<file path="src/rtl/dma_pkg.sv">
// Shared types and constants for the memory-copy DMA engine.
// The MMIO addresses are the targets the engine is commonly pointed at.
package dma_pkg;

    typedef enum logic [1:0] {
        IDLE = 2'd0,
        RD   = 2'd1,
        WR   = 2'd2,
        DONE = 2'd3
    } dma_state_t;

    localparam logic [31:0] ADDR_DISPLAY = 32'hC000_0000;
    localparam logic [31:0] ADDR_BUTTON  = 32'hC000_0004;
    localparam logic [31:0] ADDR_SW      = 32'hC000_0008;

    function automatic logic is_word_aligned(input logic [31:0] addr);
        return (addr[1:0] == 2'b00);
    endfunction

endpackage

</file>
<file path="src/rtl/mem_copy_dma_if.sv">
// Data-memory port shared between a bus initiator and the RAM + MMIO block.
// The master drives address/data/enable; the slave returns read data and grant.
interface mem_copy_dma_if;
    logic        gnt;
    logic [31:0] bus_rd;
    logic        bus_req;
    logic [31:0] bus_a;
    logic [31:0] bus_wd;
    logic        bus_we;

    modport master (
        input  gnt,
        input  bus_rd,
        output bus_req,
        output bus_a,
        output bus_wd,
        output bus_we
    );

    modport slave (
        output gnt,
        output bus_rd,
        input  bus_req,
        input  bus_a,
        input  bus_wd,
        input  bus_we
    );
endinterface

</file>
<file path="src/rtl/mem_copy_dma.sv">
// Word-by-word memory copy engine: reads src, writes dst, len times.
// Owns the data-memory port only while gnt is high; gnt low freezes all progress.
module mem_copy_dma
    import dma_pkg::*;
#(
    parameter int LEN_W  = 16,
    parameter int RD_LAT = 0
) (
    input  logic             clk,
    input  logic             rst_n,
    input  logic             start,
    input  logic [31:0]      src,
    input  logic [31:0]      dst,
    input  logic [LEN_W-1:0] len,
    mem_copy_dma_if.master   bus,
    output logic             busy,
    output logic             done,
    output logic             err
);

    localparam int WAIT_W = (RD_LAT > 0) ? $clog2(RD_LAT + 1) : 1;
    localparam logic [WAIT_W-1:0] WAIT_LAST = WAIT_W'(RD_LAT);

    dma_state_t        state, state_next;
    logic [31:0]       src_cur;
    logic [31:0]       dst_cur;
    logic [LEN_W-1:0]  rem;
    logic [WAIT_W-1:0] wait_cnt;
    logic [31:0]       data_reg;
    logic              err_q;
    logic              bad_req;
    logic              rd_fire;
    logic              wr_fire;

    assign bad_req = (len == '0) || !is_word_aligned(src) || !is_word_aligned(dst);
    assign rd_fire = (state == RD) && bus.gnt && (wait_cnt == WAIT_LAST);
    assign wr_fire = (state == WR) && bus.gnt;

    always_ff @(posedge clk or negedge rst_n) begin
        if (!rst_n) begin
            state <= IDLE;
        end else begin
            state <= state_next;
        end
    end

    // Outputs decode straight from state so an async reset clears them immediately.
    always_comb begin
        state_next  = state;
        busy        = 1'b0;
        done        = 1'b0;
        err         = 1'b0;
        bus.bus_req = 1'b0;
        bus.bus_a   = 32'h0;
        bus.bus_wd  = 32'h0;
        bus.bus_we  = 1'b0;
        case (state)
            IDLE: begin
                if (start) begin
                    state_next = bad_req ? DONE : RD;
                end
            end
            RD: begin
                busy        = 1'b1;
                bus.bus_req = 1'b1;
                bus.bus_a   = src_cur;
                if (rd_fire) begin
                    state_next = WR;
                end
            end
            WR: begin
                busy        = 1'b1;
                bus.bus_req = 1'b1;
                bus.bus_a   = dst_cur;
                bus.bus_wd  = data_reg;
                bus.bus_we  = bus.gnt;
                if (wr_fire) begin
                    state_next = (rem == LEN_W'(1)) ? DONE : RD;
                end
            end
            DONE: begin
                done       = 1'b1;
                err        = err_q;
                state_next = IDLE;
            end
            default: state_next = IDLE;
        endcase
    end

    // The wait counter only advances on granted cycles, so a stall never shortens the read.
    always_ff @(posedge clk or negedge rst_n) begin
        if (!rst_n) begin
            src_cur  <= 32'h0;
            dst_cur  <= 32'h0;
            rem      <= '0;
            wait_cnt <= '0;
            data_reg <= 32'h0;
            err_q    <= 1'b0;
        end else begin
            if (state == IDLE && start) begin
                src_cur  <= src;
                dst_cur  <= dst;
                rem      <= len;
                wait_cnt <= '0;
                err_q    <= bad_req;
            end
            if (state == RD && bus.gnt) begin
                if (wait_cnt == WAIT_LAST) begin
                    data_reg <= bus.bus_rd;
                    wait_cnt <= '0;
                end else begin
                    wait_cnt <= wait_cnt + WAIT_W'(1);
                end
            end
            if (wr_fire) begin
                src_cur <= src_cur + 32'd4;
                dst_cur <= dst_cur + 32'd4;
                rem     <= rem - LEN_W'(1);
            end
        end
    end

endmodule

</file>
<file path="src/flat_wrapper.sv">
// flat-port wrapper written by rule: the top's interface ports become plain ports
module mem_copy_dma_flat import dma_pkg::*;
#(
    parameter int LEN_W  = 16,
    parameter int RD_LAT = 0
)
  (clk, rst_n, start, src, dst, len, busy, done, err, bus_gnt, bus_bus_rd, bus_bus_req, bus_bus_a, bus_bus_wd, bus_bus_we);
  mem_copy_dma_if bus_i ();
  input  logic clk;
  input  logic rst_n;
  input  logic start;
  input  logic [31:0] src;
  input  logic [31:0] dst;
  input  logic [LEN_W-1:0] len;
  output logic busy;
  output logic done;
  output logic err;
  input wire logic [$bits(bus_i.gnt)-1:0] bus_gnt;
  input wire logic [$bits(bus_i.bus_rd)-1:0] bus_bus_rd;
  output wire logic [$bits(bus_i.bus_req)-1:0] bus_bus_req;
  output wire logic [$bits(bus_i.bus_a)-1:0] bus_bus_a;
  output wire logic [$bits(bus_i.bus_wd)-1:0] bus_bus_wd;
  output wire logic [$bits(bus_i.bus_we)-1:0] bus_bus_we;
  assign bus_i.gnt = bus_gnt;
  assign bus_i.bus_rd = bus_bus_rd;
  assign bus_bus_req = bus_i.bus_req;
  assign bus_bus_a = bus_i.bus_a;
  assign bus_bus_wd = bus_i.bus_wd;
  assign bus_bus_we = bus_i.bus_we;
  mem_copy_dma #(.LEN_W(LEN_W), .RD_LAT(RD_LAT)) u_core (.clk(clk), .rst_n(rst_n), .start(start), .src(src), .dst(dst), .len(len), .bus(bus_i), .busy(busy), .done(done), .err(err));
endmodule
</file>
<file path="config.mk">
export PLATFORM = sky130hd
export DESIGN_NAME = mem_copy_dma_flat
export DESIGN_NICKNAME = d
export VERILOG_FILES = /design/src/rtl/dma_pkg.sv /design/src/rtl/mem_copy_dma_if.sv /design/src/rtl/mem_copy_dma.sv /design/src/flat_wrapper.sv
export SDC_FILE = /design/constraint.sdc
export NUM_CORES = 1
export LEC_CHECK = 0
export BUFFER_PORTS_ARGS = -buffer_cell sky130_fd_sc_hd__buf_2
export CORE_MARGIN = 10
export CORE_UTILIZATION = 45
export CTS_CLUSTER_SIZE = 40
export DETAILED_ROUTE_END_ITERATION = 10
export PLACE_DENSITY = 0.8
export SETUP_SLACK_MARGIN = 0.3
export SYNTH_ARGS = -nofsm -noshare
export SYNTH_HDL_FRONTEND = slang
export SYNTH_SLANG_ARGS = --single-unit
</file>
<file path="constraint.sdc">
create_clock -name clk -period 2.6 [get_ports clk]
set_clock_uncertainty 0.1 [all_clocks]
set_input_delay 0.13 -clock clk [delete_from_list [all_inputs] [get_ports clk]]
set_output_delay 0.13 -clock clk [all_outputs]
set_load 0.05 [all_outputs]
</file>
==> metrics.yaml, run 1 <==
status:
  status: "finished, final reports clean"
floorplanning:
  core_region_area_um2: 14600
  rows: 44
  dieArea_um2: 20300
  die_h_um: 143
  die_w_um: 143
  start_util_pct: 46.2
  pin_count: 185
worst_setup_path:
  rrSetupSlack_ns: 0.32
  worst-setup-path-type: "reg -> reg"
  startpoint_type: "flip-flop"
  worst-path-max-fanout: 5
  cp.arrival_ns: 2.48
  required_ns: 2.80
  critPathCaptureType: "flip-flop"
sta:
  min_period_over_period_pct: 87.8
  hold_viol: 0
  fmax_mhz: 438
  drv_slew: 0
  worstMarginPinSlew_ns: 0.843
  period_needed_ns: 2.28
  rsz0062_at_grt: "yes"
  slew_headroom_pct: 43.3
  setup_viol_count_final: 0
  final.setup.tns_ns: 0
global_routing:
  grt_antenna_before_repair: 2
  track_usage_pct: 24.8
  grt_max_degree: 51
  gr-total-overflow: 0
  grt_pass1_wl_um: 40300
  grt_pass1_vias: 7393
synth:
  ys_ff_latch: 115
  syn_inst: 739
  synth_cell_types: 65
  synth_nets: 864
  syn_area_per_cell_um2: 9.16
  synthFlopType: "dfrtp_1"
  syn_area_um2: 6770
  synth-warning-count: 0
  synth_edf_count: 0
  async_flop_share_pct: 100
  yosysSeqAreaShare_pct: 42.5
pwr:
  cellPowerDensity_nw_per_um2: 1340
  vdd_drop_max_mv: 0.887
  p_leak_nw: 4.45
finish:
  drive_gt1_share_pct: 31.0
  finalNetCount: 1162
  mostFrequentLayoutCells: "buf_2, dfrtp_1, dlygate4sd3_1, nor2_1, nand2_1"
  final_common_cell: "buf_2"
  design_area_um2: 9980
  synthToLayoutAreaGrowth_pct: 47.4
clocking:
  cts_tree: "yes"
  clkLatencyLatePin_ns: 0.42
  clock-sinks: 115
  clock_path_buffers: 2
  htreeDepth: 4
  clk_pin_slew_ns: 0.05
  cts_root_buf: "clkbuf_16"
  cts_buffers: 17
flow_run:
  cap_violations: 0
drt:
  drtIter0Drc: 726
  dr.pass1.iters: 6
  routed_wl_um: 26000
  wl_per_cell_um: 21.1
  vias: 7480
  drtAntennaViolNets: 0
  drc: 0
  viasPerCell: 6.05
place:
  gp_congestion: 0.967
  dp_hpwl_um: 17200
  port_buffers: 184
  place_area_um2: 8020
hold_path:
  holdCritPathClass: "in -> reg"
[worst max-delay path, cell delays in order (launching register included)]
cell and delay [ns]:
dfrtp_1 0.40, ha_1 0.27, nand4_1 0.25, or2_2 0.41
nor4_2 0.35, a21oi_1 0.12, a221o_1 0.27
[cells by family after synthesis]
group | share of synthesized area [%]
fa+ha+maj | 1.66
buf+inv | 3.77
compound gates | 21.0
xor+xnor | 0.129
simple gates | 25.0
mux | 5.92
flops | 42.5
[synth_stat cells (3+ instances only)]
| cell | number | area share, % |
|---|---|---|
| dfrtp_1 | 115 | 43 |
| nor2_1 | 66 | 3.7 |
| nand2_1 | 65 | 3.6 |
| a22oi_1 | 37 | 4.1 |
| a21oi_1 | 36 | 2.7 |
| o21ai_0 | 35 | 2.6 |
| and2_1 | 34 | 3.1 |
| nor2b_1 | 34 | 3.1 |
| mux2_2 | 32 | 5.3 |
| clkbuf_1 | 31 | 1.7 |
| nand3_1 | 25 | 1.8 |
| a211oi_1 | 16 | 1.8 |
| nor3_1 | 16 | 1.2 |
| o22ai_1 | 16 | 1.5 |
| inv_1 | 14 | 0.78 |
| nand4_1 | 14 | 1.3 |
| a311oi_1 | 13 | 1.7 |
| nor4_1 | 12 | 1.1 |
| and3_1 | 11 | 1.0 |
| ha_1 | 9 | 1.7 |
| buf_1 | 8 | 0.44 |
| buf_2 | 8 | 0.59 |
| a221o_1 | 6 | 0.89 |
| and4_1 | 6 | 0.78 |
| o221a_2 | 6 | 1.0 |
| o211ai_1 | 5 | 0.55 |
| or4_1 | 5 | 0.55 |
| a21o_1 | 4 | 0.44 |
| a31oi_1 | 4 | 0.37 |
| mux2i_1 | 4 | 0.59 |
| o311ai_0 | 4 | 0.52 |
| a31o_2 | 3 | 0.39 |
| a41o_1 | 3 | 0.44 |
| o21a_1 | 3 | 0.33 |
[layout make-up]
| cell class | instances | area [um2] |
|---|---|---|
| flip-flops and latches | 115 | 2880 |
| inverters | 15 | 58.8 |
| repair buffers | 328 | 2410 |
| multi-input cells | 560 | 3730 |
| diodes | 2 | 5.00 |
| clock buffers | 24 | 492 |
| fillers | 1054 | 4670 |
| clock inverters | 8 | 171 |
| well taps | 184 | 230 |
[final timing paths]
| path | from | endpoint | cells after the start |
|---|---|---|---|
| min in group asynchronous | rst_n | u_core.data_reg[30]$_DFFE_PN0P_ | 2 |
| min | dst[26] | u_core.dst_cur[26]$_DFFE_PN0P_ | 4 |
| min reg2reg | u_core.src_cur[1]$_DFFE_PN0P_ | u_core.src_cur[1]$_DFFE_PN0P_ | 2 |
| max | u_core.src_cur[2]$_DFFE_PN0P_ | u_core.src_cur[24]$_DFFE_PN0P_ | 6 |
| max reg2reg | u_core.src_cur[2]$_DFFE_PN0P_ | u_core.src_cur[24]$_DFFE_PN0P_ | 6 |
| max in group asynchronous | rst_n | u_core.dst_cur[5]$_DFFE_PN0P_ | 3 |
[metrics by stage]
step	worst slack [ns]	cells	power (mW)	hold slack (ns)	util [%]
2_1_floorplan	0.314	739	8.25	-0.266	-
4_1_cts	0.247	1228	13.0	0.00718	66.9
5_1_grt	0.279	1236	14.1	0.0396	68.1
3_3_place_gp	0.322	1087	10.0	0.0976	54.8
6_report	0.316	1236	13.4	0.0217	68.1
3_5_place_dp	0.138	1087	10.2	0.105	54.8
[timing repair]
action	4_1_cts	5_1_grt
hold buffers	108	0
endpoints found under the setup margin	26	73
buffers inserted	1	6
endpoints found under the hold margin	155	0
resized for setup	6	44
pin swaps	1	2
[routing by layer]
layer	wire [um]	global-route usage [%]	vias up
li1	-	-	3380
met1	10400	30.7	3535
met2	12300	40.3	490
met3	2440	6.33	75
met4	962	10.6	0
met5	0	0	-
[report_power, final]
part / internal (mW) / leakage, nW / switching, mW / total [mW]
Combinational: 2.55 / 2.77 / 4.42 / 6.97
Clock: 1.80 / 0.321 / 0.822 / 2.62
Sequential: 2.68 / 1.36 / 1.10 / 3.78
Total: 7.03 / 4.45 / 6.35 / 13.4
Note: power is estimated with default switching activity, not from simulation.
==> inputs of run 2 (changes only) <==
--- a/config.mk
+++ b/config.mk
@@ -11,6 +11,7 @@
 export CTS_CLUSTER_SIZE = 40
 export DETAILED_ROUTE_END_ITERATION = 10
 export PLACE_DENSITY = 0.8
+export REMOVE_ABC_BUFFERS = 1
 export SETUP_SLACK_MARGIN = 0.3
 export SYNTH_ARGS = -nofsm -noshare
 export SYNTH_HDL_FRONTEND = slang
==> run 2 against run 1 <==
- flip-flop and latch count unchanged
- sequential share of layout area rose by 0.39 points
- cell area shrank 1.3%
- worst setup slack improved by 0.052 ns
- count of clock-buffer cells in the layout is 2 higher
- critical path depth unchanged
- die area stayed put
- combinational power fell by 3%
- first-iteration DRC count rose by 11%
==> metrics.yaml, run 2 (same netlist as run 1, synthesis figures left out) <==
hold_path:
  min_path_cells: 4
  holdCritPathClass: "in -> reg"
status:
  status: "finished, final reports clean"
worst_setup_path:
  slowest_delay_ns: 0.43
  crit_path_end: "bus_bus_a[16]"
  startpoint_type: "flip-flop"
  slowest_stage: "dfrtp_1"
  regToRegEndpoint: "u_core.src_cur[28]$_DFFE_PN0P_"
  cp.arrival_ns: 2.00
  required_ns: 2.37
  startpoint: "u_core.state[0]$_DFFE_PN0P_"
  crit_chain: "inv_2, ha_4, buf_12, a22oi_1, nor2b_1, buf_4"
  r2r_start: "u_core.src_cur[2]$_DFFE_PN0P_"
  worst-path-max-fanout: 34
  critPathCaptureType: "output port"
  rrSetupSlack_ns: 0.38
  worst-setup-path-type: "reg -> out"
  rr_worst_depth: 6
global_routing:
  gr-usage-met3_pct: 6.73
  grt_pass1_wl_um: 38100
  track_usage_pct: 23.5
  busiest_layer: "met2"
  grt_antenna_before_repair: 1
  gr-total-overflow: 0
  met2_usage_pct: 37.4
  grt_max_degree: 80
  met1_usage_pct: 29.5
  grt_pass1_vias: 7168
flow_run:
  cap_violations: 0
place:
  dp_hpwl_um: 16000
  place_area_um2: 7980
  port_buffers: 184
  gp_congestion: 0.894
pwr:
  cellPowerDensity_nw_per_um2: 1300
  vdd_drop_max_mv: 0.924
  p_leak_nw: 4.42
sta:
  hold_viol: 0
  rsz0062_at_grt: "yes"
  min_period_over_period_pct: 85.8
  slew_headroom_pct: 65.0
  fmax_mhz: 448
  worstMarginPinSlew_ns: 0.520
  final.setup.tns_ns: 0
  period_needed_ns: 2.23
  setup_viol_count_final: 0
  drv_slew: 0
drt:
  routed_wl_um: 24500
  viasPerCell: 5.97
  drtIter0Drc: 804
  wl_per_cell_um: 19.9
  drtAntennaViolNets: 0
  vias: 7337
  drc: 0
  dr.pass1.iters: 6
floorplanning:
  die_h_um: 143
  pin_count: 185
  die_w_um: 143
  rows: 44
  start_util_pct: 46.2
  dieArea_um2: 20300
  core_region_area_um2: 14600
finish:
  finalNetCount: 1158
  mostFrequentLayoutCells: "buf_2, dfrtp_1, dlygate4sd3_1, nor2_1, nand2_1"
  design_area_um2: 9850
  drive_gt1_share_pct: 30.0
  final_common_cell: "buf_2"
  synthToLayoutAreaGrowth_pct: 45.5
clocking:
  htreeDepth: 4
  cts_tree: "yes"
  cts_buffers: 17
  clock-sinks: 115
  clk_pin_slew_ns: 0.05
  clock_path_buffers: 2
  cts_root_buf: "clkbuf_16"
  clkLatencyLatePin_ns: 0.42
## run 2: cell count changes in the layout (fill, tap and decap cells not counted), moves of 3 or more
| cell | change |
|---|---|
| nor2b_1 | +7 |
| buf_12 | +3 |
| clkbuf_8 | +3 |
| nor2b_2 | -7 |
| clkbuf_4 | -11 |
| bufinv_16 | -4 |
| nor4_2 | -3 |
| buf_4 | -3 |
| buf_2 | +11 |
## run 2: worst min-delay path by stage
stage,startpoint,to,slack (ns)
2_1_floorplan,rst_n,u_core.data_reg[0]$_DFFE_PN0P_,-0.27
3_3_place_gp,rst_n,u_core.data_reg[28]$_DFFE_PN0P_,0.01
3_5_place_dp,rst_n,u_core.data_reg[28]$_DFFE_PN0P_,0.02
4_1_cts,dst[26],u_core.dst_cur[26]$_DFFE_PN0P_,0.007
5_1_grt,dst[27],u_core.dst_cur[27]$_DFFE_PN0P_,0.02
6_report,dst[26],u_core.dst_cur[26]$_DFFE_PN0P_,0.01
## run 2: area by class of cell
cell class	count	area, um2
Antenna cell	2	5.00
Clock buffer	26	529
Clock inverter	4	45.0
Fill cell	1078	4800
Inverter	15	56.3
Multi-Input combinational cell	560	3720
Sequential cell	115	2880
Tap cell	184	230
Timing Repair Buffer	324	2380
## run 2: what timing repair did
action / CTS / global route
gates resized for setup: 12 / 25
buffers inserted: 0 / 4
cloned: 0 / 1
hold buffers: 107 / 0
setup endpoints to repair: 68 / 57
endpoints found under the hold margin: 142 / 0
pin swaps: 0 / 5
## run 2: worst max-delay path, delay by kind of cell (launching register included)
kind	cells	cell delay, ns
fa+ha+maj	1	0.21
simple gates	1	0.20
buf+inv	3	0.58
flops	1	0.43
compound gates	1	0.15
## run 2: report_power, final
part	total, mW	internal, mW	switching (mW)
logic	6.79	2.48	4.31
clock network	2.26	1.48	0.789
registers	3.74	2.68	1.06
## run 2: routing by layer
| metal | vias up | wire [um] |
|---|---|---|
| met5 | - | 0 |
| met4 | 0 | 646 |
| met3 | 63 | 2390 |
| met2 | 421 | 11300 |
| met1 | 3502 | 10200 |
| li1 | 3351 | - |
## run 2: through the flow
step	hold WS, ns	instances	power [mW]	setup slack [ns]	utilization [%]
after floorplan	-0.266	690	8.05	-1.76	-
after global placement	0.0148	1086	9.86	0.297	54.5
after detailed placement	0.0187	1086	10.0	0.211	54.5
after CTS	0.00651	1223	12.5	0.246	66.0
after global routing	0.0211	1229	13.5	0.276	67.2
final	0.0144	1230	12.8	0.368	67.2
